## config.mk

```make
export PLATFORM = sky130hd
export DESIGN_NAME = cp0_exc_ctrl_flat
export DESIGN_NICKNAME = d
export VERILOG_FILES = /design/src/rtl/cp0_exc_ctrl_if.sv /design/src/rtl/cp0_exc_ctrl.sv /design/src/flat_wrapper.sv
export SDC_FILE = /design/constraint.sdc
export NUM_CORES = 1
export LEC_CHECK = 0
export CAP_MARGIN = 40
export CORE_MARGIN = 2
export CORE_UTILIZATION = 65
export DETAILED_ROUTE_END_ITERATION = 10
export DONT_BUFFER_PORTS = 1
export PLACE_DENSITY = 0.81
export RECOVER_POWER = 25
export SYNTH_ARGS = -nofsm -noshare
export SYNTH_HDL_FRONTEND = slang
export SYNTH_SLANG_ARGS = --single-unit
```

## constraint.sdc

```tcl
create_clock -name clk -period 5.2 [get_ports clk]
set_clock_uncertainty 0.1 [all_clocks]
set_input_delay 0.78 -clock clk [delete_from_list [all_inputs] [get_ports clk]]
set_output_delay 0.78 -clock clk [all_outputs]
set_load 0.01 [all_outputs]
```

## src/rtl/cp0_exc_ctrl_if.sv

```systemverilog
// Datapath-side bundle for the CP0 exception controller: M-stage exception and
// interrupt inputs, mfc0/mtc0/eret access, and the trap redirect request.
interface cp0_exc_ctrl_if;
   logic        en;
   logic [4:0]  cp0_addr;
   logic [31:0] cp0_in;
   logic [31:0] cp0_out;
   logic [31:0] vpc;
   logic        bd_in;
   logic [5:0]  exc_code_in;
   logic [5:0]  hw_int;
   logic        exl_clr;
   logic        req;
   logic [31:0] handler_pc;
   logic [31:0] epc_out;

   modport master (
      output en, cp0_addr, cp0_in, vpc, bd_in, exc_code_in, hw_int, exl_clr,
      input  cp0_out, req, handler_pc, epc_out
   );

   modport slave (
      input  en, cp0_addr, cp0_in, vpc, bd_in, exc_code_in, hw_int, exl_clr,
      output cp0_out, req, handler_pc, epc_out
   );
endinterface

```

## src/rtl/cp0_exc_ctrl.sv

```systemverilog
// CP0 exception controller: decides traps at the end of M, records SR/Cause/EPC,
// and serves mfc0/mtc0/eret.
module cp0_exc_ctrl #(
   parameter logic [31:0] HANDLER_PC = 32'h0000_4180,
   parameter logic [31:0] PRID       = 32'h2024_1127
) (
   input logic           clk,
   input logic           reset,
   cp0_exc_ctrl_if.slave bus
);

   localparam logic [4:0] AddrSr    = 5'd12;
   localparam logic [4:0] AddrCause = 5'd13;
   localparam logic [4:0] AddrEpc   = 5'd14;
   localparam logic [4:0] AddrPrid  = 5'd15;

   logic [5:0]  srIm;
   logic        srExl;
   logic        srIe;
   logic        causeBd;
   logic [5:0]  causeIp;
   logic [4:0]  causeExc;
   logic [31:0] epc;

   logic        intReq;
   logic        excReq;
   logic        trap;
   logic [31:0] trapPc;

   assign intReq = (|(srIm & bus.hw_int)) & srIe & ~srExl;
   assign excReq = bus.exc_code_in[5] & ~srExl;
   assign trap   = intReq | excReq;
   assign trapPc = bus.bd_in ? (bus.vpc - 32'd4) : bus.vpc;

   // Reset masks the request so a trap coinciding with reset never escapes.
   assign bus.req        = trap & ~reset;
   assign bus.handler_pc = HANDLER_PC;
   assign bus.epc_out    = epc;

   always_ff @(posedge clk or posedge reset) begin
      if (reset) begin
         srIm     <= '0;
         srExl    <= 1'b0;
         srIe     <= 1'b0;
         causeBd  <= 1'b0;
         causeIp  <= '0;
         causeExc <= '0;
         epc      <= '0;
      end else begin
         causeIp <= bus.hw_int;
         if (trap) begin
            srExl    <= 1'b1;
            causeBd  <= bus.bd_in;
            causeExc <= intReq ? 5'd0 : bus.exc_code_in[4:0];
            epc      <= trapPc & 32'hFFFF_FFFC;
         end else begin
            if (bus.en && bus.cp0_addr == AddrSr) begin
               srIm  <= bus.cp0_in[15:10];
               // eret in the same cycle overrides the written EXL bit
               srExl <= bus.cp0_in[1] & ~bus.exl_clr;
               srIe  <= bus.cp0_in[0];
            end else if (bus.exl_clr) begin
               srExl <= 1'b0;
            end
            if (bus.en && bus.cp0_addr == AddrEpc) begin
               epc <= bus.cp0_in;
            end
         end
      end
   end

   always_comb begin
      bus.cp0_out = '0;
      case (bus.cp0_addr)
         AddrSr:    bus.cp0_out = {16'b0, srIm, 8'b0, srExl, srIe};
         AddrCause: bus.cp0_out = {causeBd, 15'b0, causeIp, 3'b0, causeExc, 2'b0};
         AddrEpc:   bus.cp0_out = epc;
         AddrPrid:  bus.cp0_out = PRID;
         default:   bus.cp0_out = '0;
      endcase
   end

endmodule

```

## src/flat_wrapper.sv

```systemverilog
// flat-port wrapper written by rule: the top's interface ports become plain ports
module cp0_exc_ctrl_flat 
#(
   parameter logic [31:0] HANDLER_PC = 32'h0000_4180,
   parameter logic [31:0] PRID       = 32'h2024_1127
)
  (clk, reset, bus_en, bus_cp0_addr, bus_cp0_in, bus_vpc, bus_bd_in, bus_exc_code_in, bus_hw_int, bus_exl_clr, bus_cp0_out, bus_req, bus_handler_pc, bus_epc_out);
  cp0_exc_ctrl_if bus_i ();
  input logic clk;
  input logic reset;
  input wire logic [$bits(bus_i.en)-1:0] bus_en;
  input wire logic [$bits(bus_i.cp0_addr)-1:0] bus_cp0_addr;
  input wire logic [$bits(bus_i.cp0_in)-1:0] bus_cp0_in;
  input wire logic [$bits(bus_i.vpc)-1:0] bus_vpc;
  input wire logic [$bits(bus_i.bd_in)-1:0] bus_bd_in;
  input wire logic [$bits(bus_i.exc_code_in)-1:0] bus_exc_code_in;
  input wire logic [$bits(bus_i.hw_int)-1:0] bus_hw_int;
  input wire logic [$bits(bus_i.exl_clr)-1:0] bus_exl_clr;
  output wire logic [$bits(bus_i.cp0_out)-1:0] bus_cp0_out;
  output wire logic [$bits(bus_i.req)-1:0] bus_req;
  output wire logic [$bits(bus_i.handler_pc)-1:0] bus_handler_pc;
  output wire logic [$bits(bus_i.epc_out)-1:0] bus_epc_out;
  assign bus_i.en = bus_en;
  assign bus_i.cp0_addr = bus_cp0_addr;
  assign bus_i.cp0_in = bus_cp0_in;
  assign bus_i.vpc = bus_vpc;
  assign bus_i.bd_in = bus_bd_in;
  assign bus_i.exc_code_in = bus_exc_code_in;
  assign bus_i.hw_int = bus_hw_int;
  assign bus_i.exl_clr = bus_exl_clr;
  assign bus_cp0_out = bus_i.cp0_out;
  assign bus_req = bus_i.req;
  assign bus_handler_pc = bus_i.handler_pc;
  assign bus_epc_out = bus_i.epc_out;
  cp0_exc_ctrl #(.HANDLER_PC(HANDLER_PC), .PRID(PRID)) u_core (.clk(clk), .reset(reset), .bus(bus_i));
endmodule
```

Word-level counts from Yosys, hierarchy flattened
Index checks and enable logic that the tools add are counted.

Add/sub/neg operators: 1. Multiply operators: 0. Div/mod/pow operators: 0. Magnitude comparators: 0. Equal/unequal tests: 4. Shifts and indexed selects: 0. Muxes and demuxes: 8. Bitwise gates (word level): 11. Reduce and logical (&&, ||, !) cells: 6.

Operators with widths (count): 32-bit one-hot mux with 4 select lines (1); 32-bit two-way mux (3); 32-bit by 3-bit subtractor with 32-bit output, second input constant (1); 5-bit by 4-bit equality test with 1-bit output, second input constant (4); 6-bit bitwise AND (1); 6-bit OR reduction (1); 1-bit bitwise AND (5); 5-bit two-way mux (1); 1-bit NOT (4); 1-bit two-way mux (3); 3-bit nonzero test (1); 1-bit logical AND (2); 2-bit AND reduction (1); 2-bit nonzero test (1); 1-bit OR (1).

Register bits after elaboration: 52. Latch bits: 0. Memory bits (writable): 0. Bits in read-only memories: 0. Input port bits: 86. Output and inout port bits: 97. Logic and storage cells: 37. Memories: 0.

Longest topological paths before layout
Gate-level depths: netlist (run 1).

Depth in word-level cells: 7. Gate-level depth with buffers: 7. Depth with buffers taken out: 6.

Worst setup path after synthesis (run 1)
No wires, ideal clock.

Kind: input port to output port. From: input bus_hw_int[0]. To: output bus_req. Arrival: 1.852 ns. Data required time: 4.320 ns. Slack: 2.468 ns. Cell stages on the path: 4. Buffers on the path: 1. Cell sequence: a221o_1 -> o31ai_1 -> clkbuf_1 -> nor2_1.

Word-level cells in the longest chain between the ends: 6.

Ends and longest elaborated chain: start, declared (line flat_wrapper.sv:17) `input wire logic [$bits(bus_i.hw_int)-1:0] bus_hw_int;`; 6-bit bitwise AND (line cp0_exc_ctrl.sv:30) `assign intReq = (|(srIm & bus.hw_int)) & srIe & ~srExl;`; 6-bit OR reduction (line cp0_exc_ctrl.sv:30); 1-bit bitwise AND (2 in series) (line cp0_exc_ctrl.sv:30); 1-bit OR (line cp0_exc_ctrl.sv:32) `assign trap = intReq | excReq;`; 1-bit bitwise AND (line cp0_exc_ctrl.sv:36) `assign bus.req = trap & ~reset;`; end, declared (line flat_wrapper.sv:20) `output wire logic [$bits(bus_i.req)-1:0] bus_req;`.

Every way passes these cells.

Final worst setup path (run 1)
From: input bus_cp0_addr[4]. To: output bus_cp0_out[21].

Word-level cells in the longest chain between the ends: 2. Elaborated cells between the ends (all ways): 5. Classes of those cells: 4 x eq/ne; 1 x mux.

Ends and longest elaborated chain: start, declared (line flat_wrapper.sv:12) `input wire logic [$bits(bus_i.cp0_addr)-1:0] bus_cp0_addr;`; 5-bit by 4-bit equality test with 1-bit output (line cp0_exc_ctrl.sv:74) `case (bus.cp0_addr)`; 32-bit one-hot mux with 4 select lines (*) (line cp0_exc_ctrl.sv:74); end, declared (line flat_wrapper.sv:19) `output wire logic [$bits(bus_i.cp0_out)-1:0] bus_cp0_out;`.

Mark *: on every way between the ends. The rest lies on a longest branch, timed or not.

==> qor.csv, run 1 <==
stage,metric,value,unit
pwr,clockPowerShare,20.0,%
timing,finalMaxSlewViolations,0,
cts,cts_resized,0,
yosys,yosys_register_bits,52,
die,die-area,0.00636,sq mm
cells_and_area,fin_area,0.00374,sq mm
min_path,holdCritPathClass,input port to flop,
pwr,internal_power,902,uW
global_routing,grt.total_usage,31.9,%
die,ios,183,
cts,tritoncts_num_sinks,52,
critical_path,required,4.32,ns
cts,cts-root-to-sink-buffers,2,
yosys,post_synth_and_or_nand_nor_area_fraction,24.3,%
timing,worst_pin_slew,1.44,ns
timing,hold_ws,0.386,ns
global_routing,grt_pass1_vias,2918,
yosys,share_of_synthesized_area_occupied_by_flip_flops_and_latches,34.9,%
cells_and_area,final_common_cell,dfrtp_1,
pwr,design_power_total,1490,uW
global_routing,wire_length_of_the_first_global_routing_pass,15.4,mm
detailed_routing,vias,3189,
yosys,synth_cells,409,
place,io_buffer_count,0,
yosys,number_of_flops_mapped_to_enable_cells_by_yosys,0,
yosys,synth.avg_cell_area,9.12,sq um
detailed_routing,antenna_left,0,
global_routing,gr-total-overflow,0,
yosys,ys_async_sr_fraction,100,%
critical_path,worst_path_max_delay_cell,and3b_1,
timing,timing.final.setup_violations,0,
timing,final_critical_path_share_of_the_clock_period,54.6,%
detailed_routing,wl_per_cell,21.8,um
pwr,power_per_cell_area,398,mW/mm^2
die,placement_rows,27,
pwr,vdd_drop_max,277,uV
detailed_routing,route.final.wire_length,10.1,mm
timing,setup-tns-final,0,ns
pwr,seqPwrFrac,52.0,%
cells_and_area,most-common-layout-cells,"dfrtp_1 (52), nor2_1 (35), conb_1 (32), mux2i_1 (28), nand2_1 (25)",
critical_path,critical_path.max_stage_delay,0.71,ns
pwr,leakagePower,0.00157,uW
die,initial_core_util,67.3,%
cts,clock-root-buffer,clkbuf_8,
cells_and_area,fill_cells,470,
yosys,synth_compound_area_share,16.6,%
die,die_h,79.7,um
critical_path,worst_ep_arrival_time,1.96,ns
timing,report.final.hold_viol_count,0,
pwr,proportion_of_power_drawn_by_combinational_gates,28.0,%
pwr,power.share.switching,39.5,%
detailed_routing,drt_drc_violations_left,0,
cells_and_area,share_of_post_route_cells_with_drive_strength_above_1,6.63,%
pwr,switchingPower,588,uW
critical_path,critical_path.max_fanout,28,
yosys,post_synth_fa_ha_maj_area_fraction,0.336,%
cells_and_area,area_delta_synth_final,0.403,%
job,max_cap_viol_count,0,
cts,clk-insertion-delay-late,0.31,ns
critical_path,worstPathBufferInverterCount,0,
timing,max_slew_margin,3.68,%
critical_path,timing.critical_path.to_type,primary output,
place,placement.cell_area,0.00364,sq mm
yosys,yosys.cell_types.count,54,
critical_path,startpoint_type,input port,
yosys,yosysWarnings,0,
cells_and_area,numnets_final,478,
die,coreArea,0.00554,sq mm
die,fp.dieW,79.7,um
timing,achievable-frequency,352,MHz
cts,cts_tree,yes,
yosys,synthXorXnorAreaFrac,3.05,%
yosys,synth_top_flop_cell,dfrtp_1,
yosys,post_synth_instance_area,0.00373,sq mm
cells_and_area,antenna_cells_inserted,0,
place,dp.final_hpwl,7.61,mm
critical_path,path_class,input port to primary output,
timing,grt_setup_unrepaired,false,
timing,fin_crit,2.84,ns
critical_path,critical_path_s_top_delay_family,simple AND/OR/NAND/NOR gates,
cts,hold_buffers,0,
cts,cts.repair_timing.setup_buffer_count,0,
detailed_routing,drt-initial-drc-count,192,
status,outcome,"finished, final reports clean",
detailed_routing,route.detailed.vias_per_inst,6.87,
cts,clk_transition_reported_paths,0.10,ns
cts,cts.htree.levels,2,
yosys,combinational_family_with_the_most_area_after_synthesis,simple AND/OR/NAND/NOR gates,
cts,clock_buffers_created_by_tritoncts,5,
place,finalWeightedCongestion,0.873,
yosys,synthMuxAreaShare,10.2,%
global_routing,grt_start_max_net_pins,39,
detailed_routing,dr.pass1.iters,5,
critical_path,cp_cell_sequence,and3b_1 > nand2_1 > nor2_1,
global_routing,antenna_found_initial,0,
## layout make-up
type	count	area [sq um]	area share, %
Clock inverter	2	38.8	1.04
Tap cell	72	90.1	2.41
Clock buffer	6	82.6	2.21
Timing Repair Buffer	5	48.8	1.30
Inverter	4	15.0	0.401
Sequential cell	52	1300	34.8
Multi-Input combinational cell	323	2170	57.9
## stage by stage
stage | instances | setup WS, ns | utilization, %
floorplan | 439 | 2.47 | -
global placement | 453 | 1.91 | 64.8
detailed placement | 456 | 2.06 | 65.7
CTS | 464 | 2.36 | 67.9
global route | 464 | 2.21 | 67.6
finish | 464 | 2.36 | 67.6
## cells in the mapped netlist (all sizes together), types with 8 or more instances
cell / count / area [sq um]
clkbuf: 17 / 63.8
a211oi: 17 / 128
nor3: 10 / 55.1
nor4: 11 / 98.8
buf: 43 / 308
a22o: 8 / 70.1
a31oi: 15 / 93.8
nand2: 25 / 93.8
mux2i: 28 / 280
and3: 24 / 150
dfrtp: 52 / 1300
or3: 8 / 50.1
a21oi: 12 / 60.1
xnor2: 8 / 70.1
nor2: 36 / 143
o21ai: 11 / 55.1
mux2: 9 / 101
## path summary, 6_finish.rpt
check	cells past startpoint	to	slack (ns)	start
setup / recovery	3	bus_cp0_out[21]	2.36	bus_cp0_addr[4]
min in group asynchronous	1	u_core.bus.epc_out[7]	0.49	reset
setup reg to reg	5	u_core.srIm[5]	2.97	u_core.srIm[0]
hold / removal	0	u_core.causeIp[3]	0.39	bus_hw_int[3]
max in group asynchronous	2	u_core.bus.epc_out[4]	2.67	reset
hold reg to reg	2	u_core.causeBd	0.39	u_core.causeBd
## routing by layer
layer	global-route usage (%)	part of all wire (%)	vias up
li1	-	-	1421
met1	42.7	40	1507
met2	50.2	47	237
met3	8.14	11	24
met4	11.5	2.6	0
met5	0	0	-
## cells by family after synthesis
logic type | after synthesis
AND/OR/NAND/NOR | 152
multiplexers | 37
XOR/XNOR | 13
adder cells (fa/ha/maj) | 1
other | 2
flip-flops | 52
buffers and inverters | 64
AO/OA/AOI/OAI | 88
## worst register-to-register path, stage by stage (launching register included)
cell and delay (ns):
dfrtp_1 0.43, a221o_1 0.46, o31a_1 0.33, buf_8 0.17, nor2_4 0.26, mux2_1 0.37
## state kept, by name, indices dropped and copies added (netlist names)
name                count
u_core.bus.epc_out     32
u_core.causeIp          6
u_core.srIm             6
u_core.causeExc         5
u_core.causeBd          1
u_core.srExl            1
u_core.srIe             1
## power groups by stage
| stage | clock network [uW] | logic [uW] | registers (uW) |
|---|---|---|---|
| detailed placement | 0 | 414 | 778 |
| global route | 319 | 463 | 793 |
| CTS | 300 | 418 | 771 |
| global placement | 0 | 388 | 771 |
| finish | 297 | 417 | 775 |
| floorplan | 0 | 359 | 712 |
(Power assumes the default switching activity.)
==> run 2, diff against run 1 <==
Settings changed: CORE_UTILIZATION 65 to 58, PLACE_DENSITY 0.81 to 0.76.
Clock period 5.2 ns to 2.35 ns, I/O delays scaled along.
==> qor.csv, run 2 (synthesized netlist as in run 1, its figures left out) <==
stage,metric,value,unit,change
min_path,holdCritPathClass,input port to flop,,unchanged
global_routing,antenna_found_initial,0,,unchanged
timing,setup-tns-final,0,ns,unchanged
critical_path,critical_path.max_stage_delay,0.46,ns,was 0.71 ns
critical_path,worstPathBufferInverterCount,1,,was 0
global_routing,wire_length_of_the_first_global_routing_pass,16.4,mm,was 15.4 mm
pwr,power_per_cell_area,824,mW/mm^2,was 398 mW/mm^2
timing,fin_crit,2.26,ns,
global_routing,grt.total_usage,28.9,%,was 31.9%
cells_and_area,final_common_cell,dfrtp_1,,unchanged
place,placement.cell_area,0.00370,sq mm,was 0.00364 sq mm
cells_and_area,antenna_cells_inserted,0,,unchanged
place,io_buffer_count,0,,unchanged
cells_and_area,largest_register_ffs,32,,unchanged
timing,report.final.hold_viol_count,0,,unchanged
pwr,vdd_drop_max,444,uV,was 277 uV
cells_and_area,numnets_final,496,,was 478
critical_path,worst_ep_arrival_time,1.81,ns,was 1.96 ns
detailed_routing,met2_routed_wl,4.89,mm,was 4.73 mm
detailed_routing,highest_layer,met4,,unchanged
timing,final_critical_path_share_of_the_clock_period,96.1,%,
global_routing,grt_pass1_vias,3093,,was 2918
cts,cts-root-to-sink-buffers,2,,unchanged
cts,clock-root-buffer,clkbuf_8,,unchanged
cts,clk-insertion-delay-late,0.31,ns,about the same
die,placement_rows,29,,was 27
cts,cts.htree.levels,2,,unchanged
cells_and_area,finish.cell_count_without_fillers,487,,was 464
critical_path,critical_path.max_fanout,16,,was 28
detailed_routing,route.detailed.vias_per_inst,6.49,,was 6.87
timing,timing.final.setup_violations,0,,unchanged
global_routing,gr-total-overflow,0,,unchanged
detailed_routing,antenna_left,0,,unchanged
detailed_routing,drt_drc_violations_left,0,,unchanged
timing,max_slew_margin,39.4,%,was 3.68%
cells_and_area,most-common-layout-cells,"dfrtp_1 (52), nor2_1 (35), conb_1 (32), mux2i_1 (28), nand2_1 (25)",,unchanged
die,fp.dieW,84.2,um,was 79.7 um
pwr,leakagePower,0.00164,uW,was 0.00157 uW
status,outcome,"finished, final reports clean",,unchanged
detailed_routing,route.layer.met1.wl,4.22,mm,was 4.02 mm
die,coreArea,0.00628,sq mm,was 0.00554 sq mm
critical_path,worst_path_max_delay_cell,a221o_1,,was and3b_1
cts,cts_tree,yes,,unchanged
critical_path,path_class,flop to primary output,,was input port to primary output
cells_and_area,postLayoutCoreUtil,61.5,%,was 67.6%
die,die-area,0.00709,sq mm,was 0.00636 sq mm
cts,hold_buffers,7,,was 0
critical_path,startpoint_type,flop,,was input port
cells_and_area,area_delta_synth_final,3.56,%,was 0.403%
timing,finalMaxSlewViolations,0,,unchanged
critical_path,timing.critical_path.to_type,primary output,,unchanged
cts,cts_resized,0,,unchanged
timing,achievable-frequency,443,MHz,
detailed_routing,route.final.wire_length,10.3,mm,was 10.1 mm
critical_path,critical_path_s_top_delay_family,compound AO/OA/AOI/OAI gates,,was simple AND/OR/NAND/NOR gates
detailed_routing,wl_per_cell,21.2,um,was 21.8 um
cells_and_area,share_of_post_route_cells_with_drive_strength_above_1,9.27,%,was 6.63%
place,dp.final_hpwl,7.84,mm,was 7.61 mm
place,dp.cells,472,,was 456
critical_path,cp_cell_sequence,a221o_1 > o31ai_4 > buf_4 > nor2_1,,was and3b_1 > nand2_1 > nor2_1
cts,tritoncts_num_sinks,52,,unchanged
detailed_routing,vias,3162,,was 3189
job,max_cap_viol_count,0,,unchanged
die,initial_core_util,59.4,%,was 67.3%
global_routing,grt_start_max_net_pins,26,,was 39
die,die_h,84.2,um,was 79.7 um
cts,clock_buffers_created_by_tritoncts,5,,unchanged
critical_path,required,1.90,ns,was 4.32 ns
cells_and_area,fin_area,0.00386,sq mm,was 0.00374 sq mm
place,finalWeightedCongestion,0.895,,was 0.873
timing,worst_pin_slew,0.908,ns,was 1.44 ns
timing,grt_setup_unrepaired,false,,unchanged
detailed_routing,dr.pass1.iters,4,,was 5
cts,clk_transition_reported_paths,0.10,ns,about the same
detailed_routing,drt-initial-drc-count,258,,was 192
cts,cts.repair_timing.setup_buffer_count,0,,unchanged
die,ios,183,,unchanged
detailed_routing,route.met3.wl,1.08,mm,was 1.09 mm
-- run 2: cell count changes in the layout (fill, tap and decap cells not counted), sizes merged --
cell         previous run  this run
clkbuf                  7         5
buf                     4        16
clkinv                  1         2
dlygate4sd3             0         7
inv                     4         5
bufinv                  1         0
-- run 2: layer usage --
layer	GRT usage [%]	vias up
li1	-	1465
met1	40.2	1524
met2	45.8	164
met3	7.18	9
met4	7.33	0
met5	0	-
-- run 2: final cells by class --
type / instances / area, sq um
multi-input combinational: 323 / 2170
fill: 549 / 2420
sequential: 52 / 1300
timing repair buffer: 23 / 190
tap: 77 / 96.3
clock buffer: 5 / 68.8
clock inverter: 3 / 22.5
inverter: 4 / 15.0
-- run 2: per-stage QoR --
stage	total power [uW]	hold WS, ns	worst slack, ns
floorplan	2370	0.284	0.462
global placement	2610	0.196	0.387
detailed placement	2640	0.197	0.330
CTS	3180	0.0278	0.101
global route	3380	0.0243	0.0137
finish	3180	0.0317	0.0918
-- run 2: worst paths after layout --
path | depth (start not counted) | slack (ns) | start | to
min in group asynchronous | 2 | 0.59 | reset | u_core.bus.epc_out[9]
setup / recovery | 4 | 0.09 | u_core.srIm[4] | bus_req
max in group asynchronous | 3 | 0.79 | reset | u_core.bus.epc_out[0]
setup reg to reg | 4 | 0.31 | u_core.srIm[4] | u_core.srIm[5]
hold / removal | 1 | 0.03 | bus_exl_clr | u_core.srExl
hold reg to reg | 2 | 0.39 | u_core.causeBd | u_core.causeBd
-- run 2: power breakdown --
group | internal [uW] | switching (uW)
registers | 1230 | 478
logic | 438 | 509
clock network | 214 | 312
==> run 3, diff against run 2 <==
--- a/config.mk
+++ b/config.mk
@@ -7,5 +7,5 @@
 export LEC_CHECK = 0
 export CAP_MARGIN = 40
-export CORE_MARGIN = 2
+export CORE_MARGIN = 4
 export CORE_UTILIZATION = 58
 export DETAILED_ROUTE_END_ITERATION = 10
==> constraint.sdc (replaced) <==
create_clock -name clk -period 2.35 [get_ports clk]
set_clock_uncertainty 0.1 [all_clocks]
set_input_delay 0.47 -clock clk [delete_from_list [all_inputs] [get_ports clk]]
set_output_delay 0.47 -clock clk [all_outputs]
set_load 0.01 [all_outputs]
==> qor.csv, run 3 (synthesized netlist as in run 1, its figures left out) <==
stage,metric,value,unit,change
die,ios,183,,unchanged
detailed_routing,dr.pass1.iters,4,,unchanged
place,dp.final_hpwl,8.38,mm,was 7.84 mm
timing,timing.final.setup_violations,0,,unchanged
global_routing,met1_usage_in_global_routing,37.9,%,was 40.2%
timing,finalMaxSlewViolations,0,,unchanged
critical_path,critical_path.max_fanout,8,,was 16
min_path,worst_hold_start,bus_hw_int[5],,was bus_exl_clr
cts,cts_tree,yes,,unchanged
timing,worst_pin_slew,1.32,ns,was 0.908 ns
die,placement_rows,28,,was 29
die,die-area,0.00778,sq mm,was 0.00709 sq mm
cells_and_area,antenna_cells_inserted,0,,unchanged
pwr,vdd_drop_max,557,uV,was 444 uV
detailed_routing,wl_per_cell,22.7,um,was 21.2 um
global_routing,grt_start_max_net_pins,53,,was 26
cts,cts_resized,0,,unchanged
global_routing,wire_length_of_the_first_global_routing_pass,16.4,mm,about the same
global_routing,top_usage_layer,met2,,unchanged
critical_path,path_class,flop to primary output,,unchanged
die,initial_core_util,61.2,%,was 59.4%
cts,hold_buffers,0,,was 7
critical_path,worst_setup_path_startpoint,u_core.srIm[0],,was u_core.srIm[4]
detailed_routing,drt-initial-drc-count,171,,was 258
die,coreArea,0.00610,sq mm,was 0.00628 sq mm
job,max_cap_viol_count,0,,unchanged
critical_path,worstRegToRegCells,4,,unchanged
timing,fin_crit,2.24,ns,was 2.26 ns
critical_path,worst_ep_arrival_time,1.67,ns,was 1.81 ns
cts,tritoncts_num_sinks,52,,unchanged
min_path,holdCritPathClass,input port to flop,,unchanged
critical_path,startpoint_type,flop,,unchanged
detailed_routing,drt_drc_violations_left,0,,unchanged
status,outcome,"finished, final reports clean",,unchanged
die,die_h,88.2,um,was 84.2 um
cts,clk_transition_reported_paths,0.10,ns,about the same
cells_and_area,most-common-layout-cells,"dfrtp_1 (52), nor2_1 (35), conb_1 (32), mux2i_1 (28), nand2_1 (25)",,unchanged
critical_path,timing.critical_path.to_type,primary output,,unchanged
timing,hold_ws,0.0764,ns,was 0.0317 ns
critical_path,crit-reg2reg-launch,u_core.srIm[0],,was u_core.srIm[4]
timing,max_slew_margin,11.8,%,was 39.4%
timing,grt_setup_unrepaired,false,,unchanged
global_routing,gr-total-overflow,0,,unchanged
cells_and_area,fill_cells,523,,was 549
cells_and_area,share_of_post_route_cells_with_drive_strength_above_1,9.65,%,was 9.27%
cells_and_area,numnets_final,490,,was 496
global_routing,grt.met3_usage,8.00,%,was 7.18%
cts,cts.htree.levels,2,,unchanged
cts,cts-root-to-sink-buffers,2,,unchanged
place,finalWeightedCongestion,0.878,,was 0.895
global_routing,antenna_found_initial,0,,unchanged
cells_and_area,largest_register_ffs,32,,unchanged
cts,clk-insertion-delay-late,0.31,ns,about the same
global_routing,grt.total_usage,27.5,%,was 28.9%
place,io_buffer_count,0,,unchanged
detailed_routing,route.final.wire_length,10.9,mm,was 10.3 mm
global_routing,grt_pass1_vias,3010,,was 3093
die,fp.dieW,88.2,um,was 84.2 um
critical_path,required,1.78,ns,was 1.90 ns
detailed_routing,route.detailed.vias_per_inst,6.64,,was 6.49
global_routing,use_met2,44.1,%,was 45.8%
cts,clock-root-buffer,clkbuf_8,,unchanged
detailed_routing,vias,3181,,was 3162
min_path,holdPathStages,0,,was 1
cells_and_area,final_common_cell,dfrtp_1,,unchanged
detailed_routing,antenna_left,0,,unchanged
timing,final_critical_path_share_of_the_clock_period,95.2,%,was 96.1%
cts,clock_buffers_created_by_tritoncts,5,,unchanged
timing,setup-tns-final,0,ns,unchanged
cts,cts.repair_timing.setup_buffer_count,0,,unchanged
cells_and_area,area_delta_synth_final,2.72,%,was 3.56%
timing,report.final.hold_viol_count,0,,unchanged
timing,achievable-frequency,447,MHz,was 443 MHz
pwr,power_per_cell_area,864,mW/mm^2,was 824 mW/mm^2
pwr,leakagePower,0.00163,uW,was 0.00164 uW
-- run 3: final cells by class --
| type | count | area [sq um] | share of cell area [%] |
|---|---|---|---|
| multi-input cells | 323 | 2170 | 56.6 |
| clock buffers | 5 | 68.8 | 1.80 |
| well taps | 75 | 93.8 | 2.45 |
| repair buffers | 17 | 138 | 3.59 |
| flip-flops and latches | 52 | 1300 | 34.0 |
| clock inverters | 3 | 46.3 | 1.21 |
| inverters | 4 | 15.0 | 0.392 |
-- run 3: final timing paths --
check | endpoint | slack, ns
min reg2reg | u_core.causeBd | 0.40
max in group asynchronous | u_core.bus.epc_out[29] | 0.96
min in group asynchronous | u_core.bus.epc_out[9] | 0.39
max reg2reg | u_core.srIe | 0.26
max | bus_req | 0.11
min | u_core.causeIp[5] | 0.08
-- run 3: critical path: stages (launching register included) --
cell     delay [ns]
dfrtp_1        0.45
a221o_1        0.47
o31ai_4        0.31
nor2_1         0.13
-- run 3: power by group --
part / internal, uW / leakage, uW / total [uW] / switching [uW]
clock: 321 / 0.0000548 / 634 / 312
sequential: 1230 / 0.000610 / 1720 / 489
combinational: 439 / 0.000963 / 955 / 516
-- run 3: through the flow --
step	util [%]	setup WS [ns]	area, sq um	instances	power [uW]
after floorplan	-	0.238	3840	439	2370
after global placement	61.0	0.276	3720	471	2630
after detailed placement	61.0	0.233	3720	471	2680
after CTS	62.9	0.132	3830	479	3310
after global routing	62.8	0.0381	3830	479	3500
final	62.8	0.112	3830	479	3310
-- run 3: metal layers --
metal	wire [um]	part of all wire [%]	up-vias
met5	0	0	-
met4	71	0.65	0
met3	1190	11	6
met2	5140	47	163
met1	4470	41	1566
li1	-	-	1446
